`config.mk`:
```
export PLATFORM = sky130hd
export DESIGN_NAME = load_unit_rd_flat
export DESIGN_NICKNAME = d
export VERILOG_FILES = /design/src/rtl/load_unit_rd_if.sv /design/src/rtl/load_unit_rd.sv /design/src/flat_wrapper.sv
export SDC_FILE = /design/constraint.sdc
export NUM_CORES = 1
export LEC_CHECK = 0
export BUFFER_PORTS_ARGS = -buffer_cell sky130_fd_sc_hd__clkbuf_2
export CORE_AREA = 2 2 160 162
export DETAILED_ROUTE_END_ITERATION = 16
export DIE_AREA = 0 0 162 164
export GPL_TIMING_DRIVEN = 0
export PLACE_DENSITY = 0.51
export SLEW_MARGIN = 10
export SYNTH_ARGS = -nofsm -noshare
export SYNTH_HDL_FRONTEND = slang
export SYNTH_SLANG_ARGS = --single-unit
```
`constraint.sdc`:
```
create_clock -name clk_i -period 4.4 [get_ports clk_i]
set_input_delay 0.66 -clock clk_i [delete_from_list [all_inputs] [get_ports clk_i]]
set_output_delay 0.66 -clock clk_i [all_outputs]
set_load 0.005 [all_outputs]
```
`src/rtl/load_unit_rd_if.sv`:
```
// Load-unit handshake bundle: LSU request/writeback, MMU, store-offset checker and D$ read port.
// The load unit takes the slave view; the environment (LSU/MMU/D$) takes the master view.
interface load_unit_rd_if #(
  parameter int unsigned TRANS_ID_BITS = 3
);
  logic                     flush_i;
  logic                     valid_i;
  logic                     ready_o;
  logic [63:0]              vaddr_i;
  logic [1:0]               size_i;
  logic                     sign_ext_i;
  logic [TRANS_ID_BITS-1:0] trans_id_i;
  logic                     translation_req_o;
  logic [63:0]              vaddr_o;
  logic                     dtlb_hit_i;
  logic [63:0]              paddr_i;
  logic                     ex_valid_i;
  logic [11:0]              page_offset_o;
  logic                     page_offset_matches_i;
  logic                     data_req_o;
  logic [11:0]              address_index_o;
  logic                     data_gnt_i;
  logic                     tag_valid_o;
  logic [43:0]              address_tag_o;
  logic                     kill_req_o;
  logic                     data_rvalid_i;
  logic [63:0]              data_rdata_i;
  logic                     valid_o;
  logic [TRANS_ID_BITS-1:0] trans_id_o;
  logic [63:0]              result_o;
  logic                     ex_valid_o;

  modport master (
    output flush_i, valid_i, vaddr_i, size_i, sign_ext_i, trans_id_i,
           dtlb_hit_i, paddr_i, ex_valid_i, page_offset_matches_i,
           data_gnt_i, data_rvalid_i, data_rdata_i,
    input  ready_o, translation_req_o, vaddr_o, page_offset_o, data_req_o,
           address_index_o, tag_valid_o, address_tag_o, kill_req_o,
           valid_o, trans_id_o, result_o, ex_valid_o
  );

  modport slave (
    input  flush_i, valid_i, vaddr_i, size_i, sign_ext_i, trans_id_i,
           dtlb_hit_i, paddr_i, ex_valid_i, page_offset_matches_i,
           data_gnt_i, data_rvalid_i, data_rdata_i,
    output ready_o, translation_req_o, vaddr_o, page_offset_o, data_req_o,
           address_index_o, tag_valid_o, address_tag_o, kill_req_o,
           valid_o, trans_id_o, result_o, ex_valid_o
  );
endinterface

```
`src/rtl/load_unit_rd.sv`:
```
// Single-outstanding load unit: translate, wait out matching stores, index/tag D$ read,
// then write back the aligned and extended result.
module load_unit_rd #(
  parameter int unsigned TRANS_ID_BITS = 3
) (
  input logic           clk_i,
  input logic           rst_i,
  load_unit_rd_if.slave bus
);

  typedef enum logic [2:0] {
    IDLE,
    TRANSLATE,
    WAIT_PAGE_OFFSET,
    WAIT_GNT,
    SEND_TAG,
    WAIT_RVALID,
    WAIT_FLUSH
  } state_e;

  state_e                   state_q;
  state_e                   req_next;
  logic [63:0]              vaddr_q;
  logic [43:0]              tag_q;
  logic [1:0]               size_q;
  logic                     sign_q;
  logic [TRANS_ID_BITS-1:0] trans_id_q;

  logic        hit_ok;
  logic        req;
  logic        gnt_taken;
  logic        exc_wb;
  logic        data_wb;
  logic [63:0] shifted;
  logic [63:0] ext;
  logic        unused_paddr;

  assign unused_paddr = ^{bus.paddr_i[63:56], bus.paddr_i[11:0]};

  // The index request is Mealy: it goes out in the same cycle the hit / offset release is seen.
  always_comb begin
    hit_ok    = (state_q == TRANSLATE) && bus.dtlb_hit_i && !bus.ex_valid_i;
    req       = (hit_ok && !bus.page_offset_matches_i)
             || ((state_q == WAIT_PAGE_OFFSET) && !bus.page_offset_matches_i)
             || (state_q == WAIT_GNT);
    gnt_taken = req && bus.data_gnt_i;
    if (bus.data_gnt_i) req_next = bus.flush_i ? WAIT_FLUSH : SEND_TAG;
    else                req_next = bus.flush_i ? IDLE : WAIT_GNT;
    exc_wb    = (state_q == TRANSLATE) && bus.dtlb_hit_i && bus.ex_valid_i && !bus.flush_i;
    data_wb   = (state_q == WAIT_RVALID) && bus.data_rvalid_i && !bus.flush_i;
  end

  always_comb begin
    shifted = bus.data_rdata_i >> {vaddr_q[2:0], 3'b000};
    case (size_q)
      2'd0:    ext = {{56{sign_q & shifted[7]}},  shifted[7:0]};
      2'd1:    ext = {{48{sign_q & shifted[15]}}, shifted[15:0]};
      2'd2:    ext = {{32{sign_q & shifted[31]}}, shifted[31:0]};
      default: ext = shifted;
    endcase
  end

  always_ff @(posedge clk_i) begin
    if (rst_i) begin
      state_q    <= IDLE;
      vaddr_q    <= '0;
      tag_q      <= '0;
      size_q     <= '0;
      sign_q     <= 1'b0;
      trans_id_q <= '0;
    end else begin
      case (state_q)
        IDLE: begin
          if (bus.valid_i) begin
            vaddr_q    <= bus.vaddr_i;
            size_q     <= bus.size_i;
            sign_q     <= bus.sign_ext_i;
            trans_id_q <= bus.trans_id_i;
            state_q    <= TRANSLATE;
          end
        end
        TRANSLATE: begin
          if (bus.dtlb_hit_i) begin
            tag_q <= bus.paddr_i[55:12];
            if (bus.ex_valid_i)                 state_q <= IDLE;
            else if (bus.page_offset_matches_i) state_q <= bus.flush_i ? IDLE : WAIT_PAGE_OFFSET;
            else                                state_q <= req_next;
          end else if (bus.flush_i) begin
            state_q <= IDLE;
          end
        end
        WAIT_PAGE_OFFSET: begin
          if (bus.page_offset_matches_i) state_q <= bus.flush_i ? IDLE : WAIT_PAGE_OFFSET;
          else                           state_q <= req_next;
        end
        WAIT_GNT:    state_q <= req_next;
        SEND_TAG:    state_q <= bus.flush_i ? WAIT_FLUSH : WAIT_RVALID;
        WAIT_RVALID: begin
          if (bus.data_rvalid_i) state_q <= IDLE;
          else if (bus.flush_i)  state_q <= WAIT_FLUSH;
        end
        WAIT_FLUSH: begin
          if (bus.data_rvalid_i) state_q <= IDLE;
        end
        default: state_q <= IDLE;
      endcase
    end
  end

  // Once the D$ has granted, the request can only be abandoned through kill_req_o.
  assign bus.kill_req_o = bus.flush_i && (gnt_taken || (state_q == SEND_TAG)
                        || ((state_q == WAIT_RVALID) && !bus.data_rvalid_i));

  assign bus.ready_o           = (state_q == IDLE);
  assign bus.translation_req_o = (state_q == TRANSLATE);
  assign bus.vaddr_o           = vaddr_q;
  assign bus.page_offset_o     = vaddr_q[11:0];
  assign bus.data_req_o        = req;
  assign bus.address_index_o   = vaddr_q[11:0];
  assign bus.tag_valid_o       = (state_q == SEND_TAG);
  assign bus.address_tag_o     = tag_q;
  assign bus.valid_o           = exc_wb || data_wb;
  assign bus.ex_valid_o        = exc_wb;
  assign bus.trans_id_o        = trans_id_q;
  assign bus.result_o          = data_wb ? ext : '0;

endmodule

```
`src/flat_wrapper.sv`:
```
// flat-port wrapper written by rule: the top's interface ports become plain ports
module load_unit_rd_flat 
#(
  parameter int unsigned TRANS_ID_BITS = 3
)
  (clk_i, rst_i, bus_flush_i, bus_valid_i, bus_vaddr_i, bus_size_i, bus_sign_ext_i, bus_trans_id_i, bus_dtlb_hit_i, bus_paddr_i, bus_ex_valid_i, bus_page_offset_matches_i, bus_data_gnt_i, bus_data_rvalid_i, bus_data_rdata_i, bus_ready_o, bus_translation_req_o, bus_vaddr_o, bus_page_offset_o, bus_data_req_o, bus_address_index_o, bus_tag_valid_o, bus_address_tag_o, bus_kill_req_o, bus_valid_o, bus_trans_id_o, bus_result_o, bus_ex_valid_o);
  load_unit_rd_if #(.TRANS_ID_BITS(TRANS_ID_BITS)) bus_i ();
  input logic clk_i;
  input logic rst_i;
  input wire logic [$bits(bus_i.flush_i)-1:0] bus_flush_i;
  input wire logic [$bits(bus_i.valid_i)-1:0] bus_valid_i;
  input wire logic [$bits(bus_i.vaddr_i)-1:0] bus_vaddr_i;
  input wire logic [$bits(bus_i.size_i)-1:0] bus_size_i;
  input wire logic [$bits(bus_i.sign_ext_i)-1:0] bus_sign_ext_i;
  input wire logic [$bits(bus_i.trans_id_i)-1:0] bus_trans_id_i;
  input wire logic [$bits(bus_i.dtlb_hit_i)-1:0] bus_dtlb_hit_i;
  input wire logic [$bits(bus_i.paddr_i)-1:0] bus_paddr_i;
  input wire logic [$bits(bus_i.ex_valid_i)-1:0] bus_ex_valid_i;
  input wire logic [$bits(bus_i.page_offset_matches_i)-1:0] bus_page_offset_matches_i;
  input wire logic [$bits(bus_i.data_gnt_i)-1:0] bus_data_gnt_i;
  input wire logic [$bits(bus_i.data_rvalid_i)-1:0] bus_data_rvalid_i;
  input wire logic [$bits(bus_i.data_rdata_i)-1:0] bus_data_rdata_i;
  output wire logic [$bits(bus_i.ready_o)-1:0] bus_ready_o;
  output wire logic [$bits(bus_i.translation_req_o)-1:0] bus_translation_req_o;
  output wire logic [$bits(bus_i.vaddr_o)-1:0] bus_vaddr_o;
  output wire logic [$bits(bus_i.page_offset_o)-1:0] bus_page_offset_o;
  output wire logic [$bits(bus_i.data_req_o)-1:0] bus_data_req_o;
  output wire logic [$bits(bus_i.address_index_o)-1:0] bus_address_index_o;
  output wire logic [$bits(bus_i.tag_valid_o)-1:0] bus_tag_valid_o;
  output wire logic [$bits(bus_i.address_tag_o)-1:0] bus_address_tag_o;
  output wire logic [$bits(bus_i.kill_req_o)-1:0] bus_kill_req_o;
  output wire logic [$bits(bus_i.valid_o)-1:0] bus_valid_o;
  output wire logic [$bits(bus_i.trans_id_o)-1:0] bus_trans_id_o;
  output wire logic [$bits(bus_i.result_o)-1:0] bus_result_o;
  output wire logic [$bits(bus_i.ex_valid_o)-1:0] bus_ex_valid_o;
  assign bus_i.flush_i = bus_flush_i;
  assign bus_i.valid_i = bus_valid_i;
  assign bus_i.vaddr_i = bus_vaddr_i;
  assign bus_i.size_i = bus_size_i;
  assign bus_i.sign_ext_i = bus_sign_ext_i;
  assign bus_i.trans_id_i = bus_trans_id_i;
  assign bus_i.dtlb_hit_i = bus_dtlb_hit_i;
  assign bus_i.paddr_i = bus_paddr_i;
  assign bus_i.ex_valid_i = bus_ex_valid_i;
  assign bus_i.page_offset_matches_i = bus_page_offset_matches_i;
  assign bus_i.data_gnt_i = bus_data_gnt_i;
  assign bus_i.data_rvalid_i = bus_data_rvalid_i;
  assign bus_i.data_rdata_i = bus_data_rdata_i;
  assign bus_ready_o = bus_i.ready_o;
  assign bus_translation_req_o = bus_i.translation_req_o;
  assign bus_vaddr_o = bus_i.vaddr_o;
  assign bus_page_offset_o = bus_i.page_offset_o;
  assign bus_data_req_o = bus_i.data_req_o;
  assign bus_address_index_o = bus_i.address_index_o;
  assign bus_tag_valid_o = bus_i.tag_valid_o;
  assign bus_address_tag_o = bus_i.address_tag_o;
  assign bus_kill_req_o = bus_i.kill_req_o;
  assign bus_valid_o = bus_i.valid_o;
  assign bus_trans_id_o = bus_i.trans_id_o;
  assign bus_result_o = bus_i.result_o;
  assign bus_ex_valid_o = bus_i.ex_valid_o;
  load_unit_rd #(.TRANS_ID_BITS(TRANS_ID_BITS)) u_core (.clk_i(clk_i), .rst_i(rst_i), .bus(bus_i));
endmodule
```
==> results.ini <==
[status]
outcome = completed

[die]
fp.dieW_um = 162
floorplan.initialDensity_pct = 27.7
io_pins = 413
die_y_um = 164
die_area_um2 = 26600
rows = 58
core_um2 = 24800

[layout]
final_cell_mix = clkbuf_2 (390), nand2_1 (270), a21oi_1 (165)
final_common_cell = clkbuf_2
area_delta_synth_final_pct = 43.3
fin_nets = 1521
drive_gt1_share_pct = 39.7
final_area_um2 = 9870

[worst_setup_path]
crit_path_frequent_cell = buf_2
critPathRequiredTime_ns = 3.74
max_stage_delay_ns = 0.50
r2r_slack_ns = 2.25
crit_fanout = 10
crit_path_start_kind = flip-flop
reg2reg_depth = 6
worst_r2r_endpoint = u_core.bus.vaddr_o[0]
r2r-start = u_core.bus.vaddr_o[0]
worst_ep_arrival_time_ns = 3.10
path_cells = buf_2 > nand2b_1 > clkbuf_1 > a2bb2oi_1 > a41oi_1 > o211a_1 > buf_2 > nor2_1 > clkbuf_2
crit_path_end_kind = primary output
crit_path_end = bus_result_o[32]
startpoint = u_core.bus.vaddr_o[2]
cp_slowest_cell = clkbuf_1
path_class = flip-flop to primary output

[drt]
vias = 8052
drtPass1Iterations = 5
drt_iter0_markers = 487
drt-total-wl_um = 32000
wl_met3_um = 3370
wirelength_met1_um = 11800
wl_met2_um = 15800
drcViolationCount = 0
dr.max_layer_used = met5
antenna_left = 0
avgRoutedWirePerCell_um = 19.3
viasPerCell = 4.86

[clocking]
cts_tree = built
cts-resized-gates = 0
clkSinkCount = 117
clk-insertion-delay-late_ns = 0.42
numCtsBuffers = 17
cts.clk_slew.worst_paths_ns = 0.06
htree_levels = 4
cts_root_buf = clkbuf_16
cts_setup_buffers = 0
ctsHoldBuffers = 0
clockBufferDepth = 2

[power]
ir_worst_vdd_uv = 279
leakage_nw = 4.50
power.density_nw_per_um2 = 336
power_w = 0.00332

[global_routing]
grt_pass1_vias = 7858
overflow = 0
grt_max_degree = 17
antenna_found_initial = 5
grt_pass1_wl_um = 47000
track_usage_pct = 23.4

[timing]
min_period_over_period_pct = 85.5
hold_viol = 0
relSlewSlack_pct = 46.2
tns_ns = 0
slew_violations = 0
fin_worst_skew_ns = 0.0121
min_period_ns = 3.76
final-setup-viol-count = 0
fin_ws_ns = 0.639
fmax_ghz = 0.266
grt_setup_unrepaired = no
tightest_slew_ns = 0.807

[synthesis]
avgSynthCellArea_um2 = 7.62
syn-num-nets = 1112
ys_warn_count = 0
synth_top_area_share_pct = 34.0
synth_area_leaders = dfxtp_1 (34%), nand2_1 (15%), a21oi_1 (12%), mux4_2 (8.8%), mux2i_1 (4.5%)
synth_ff_type = dfxtp_1
synth-seq-cells = 117
async_flop_share_pct = 0
ys_seq_area_share_pct = 34.0
yosysTopAreaCell = dfxtp_1
post_synth_num_cell_types = 51
syn_area_um2 = 6880
synth_edf_count = 0
syn_inst = 904

[run]
cap_violations = 0

[placement]
hpwlAfterDp_um = 25600
place_area_um2 = 9250
post-place-ws_ns = 0.950
port_buffers = 390
gp_congestion = 0.914

[min_path]
hold_class = flip-flop to flip-flop

cells in the mapped netlist, types with 6 or more instances:
master / number
o22ai_1: 9
o21ai_0: 19
mux4_2: 27
inv_1: 12
a21oi_2: 10
buf_4: 25
a211oi_1: 8
dfxtp_1: 117
buf_1: 6
buf_2: 16
clkbuf_1: 55
nand2_1: 270
nor2b_1: 10
mux2_2: 20
nor2_1: 42
o2bb2ai_1: 7
a21oi_1: 165
mux2i_1: 31
report_power, final:
group | leakage (nW) | internal, W | switching, W | total [W]
Sequential | 0.957 | 0.00112 | 0.0000382 | 0.00116
Combinational | 3.25 | 0.000307 | 0.000401 | 0.000709
Clock | 0.294 | 0.000912 | 0.000538 | 0.00145
cell families after synthesis:
family | share of synthesized area [%]
adders and majority gates | 0.182
muxes | 16.6
buffers and inverters | 8.36
AOI/OAI and AO/OA | 19.9
and+or+nand+nor | 21.0
DFF | 34.0
layout make-up:
| cell class | instances | area, um2 |
|---|---|---|
| fill | 2748 | 15000 |
| inverter | 12 | 45.0 |
| buffer | 105 | 531 |
| multi-input combinational | 670 | 3970 |
| clock inverter | 14 | 175 |
| sequential | 117 | 2340 |
| tap | 330 | 413 |
| timing repair buffer | 390 | 1950 |
| clock buffer | 18 | 439 |
| antenna | 2 | 5.00 |
per-stage QoR:
step / hold WS [ns] / std cells / util [%]
finish: 0.453 / 1658 / 39.8
global route: 0.460 / 1656 / 39.7
global placement: 0.442 / 1624 / 37.3
floorplan: 0.453 / 904 / -
detailed placement: 0.447 / 1624 / 37.3
CTS: 0.445 / 1656 / 39.7
flip-flops by register name (all words and copies together) (netlist names):
| name | count |
|---|---|
| u_core.state_q | 3 |
| u_core.bus.vaddr_o | 64 |
| u_core.bus.address_tag_o | 44 |
| u_core.bus.trans_id_o | 3 |
| u_core.sign_q | 1 |
| u_core.size_q | 2 |
routing by layer:
| metal | global-route usage (%) | up-vias |
|---|---|---|
| met4 | 9.53 | 4 |
| met2 | 41.0 | 401 |
| li1 | - | 3894 |
| met3 | 8.03 | 55 |
| met1 | 25.9 | 3698 |
| met5 | 0 | - |
how the worst min path moves through the flow:
stage                                            start                            to  cells after the start  slack, ns
final                     u_core.bus.address_tag_o[24]  u_core.bus.address_tag_o[24]                      2       0.45
after global routing                   bus_vaddr_i[42]        u_core.bus.vaddr_o[42]                      3       0.46
after CTS                              bus_vaddr_i[15]        u_core.bus.vaddr_o[15]                      3       0.45
after detailed placement  u_core.bus.address_tag_o[24]  u_core.bus.address_tag_o[24]                      2       0.45
after global placement          u_core.bus.vaddr_o[22]        u_core.bus.vaddr_o[22]                      2       0.44
after floorplan            u_core.bus.address_tag_o[0]   u_core.bus.address_tag_o[0]                      2       0.45
critical path, delay by kind of cell (launching register included):
kind	cells	cell delay (ns)
AOI/OAI and AO/OA	3	0.91
DFF	1	0.40
buffers and inverters	4	1.08
and+or+nand+nor	2	0.29
No activity file was read; power rests on OpenSTA's default activity.
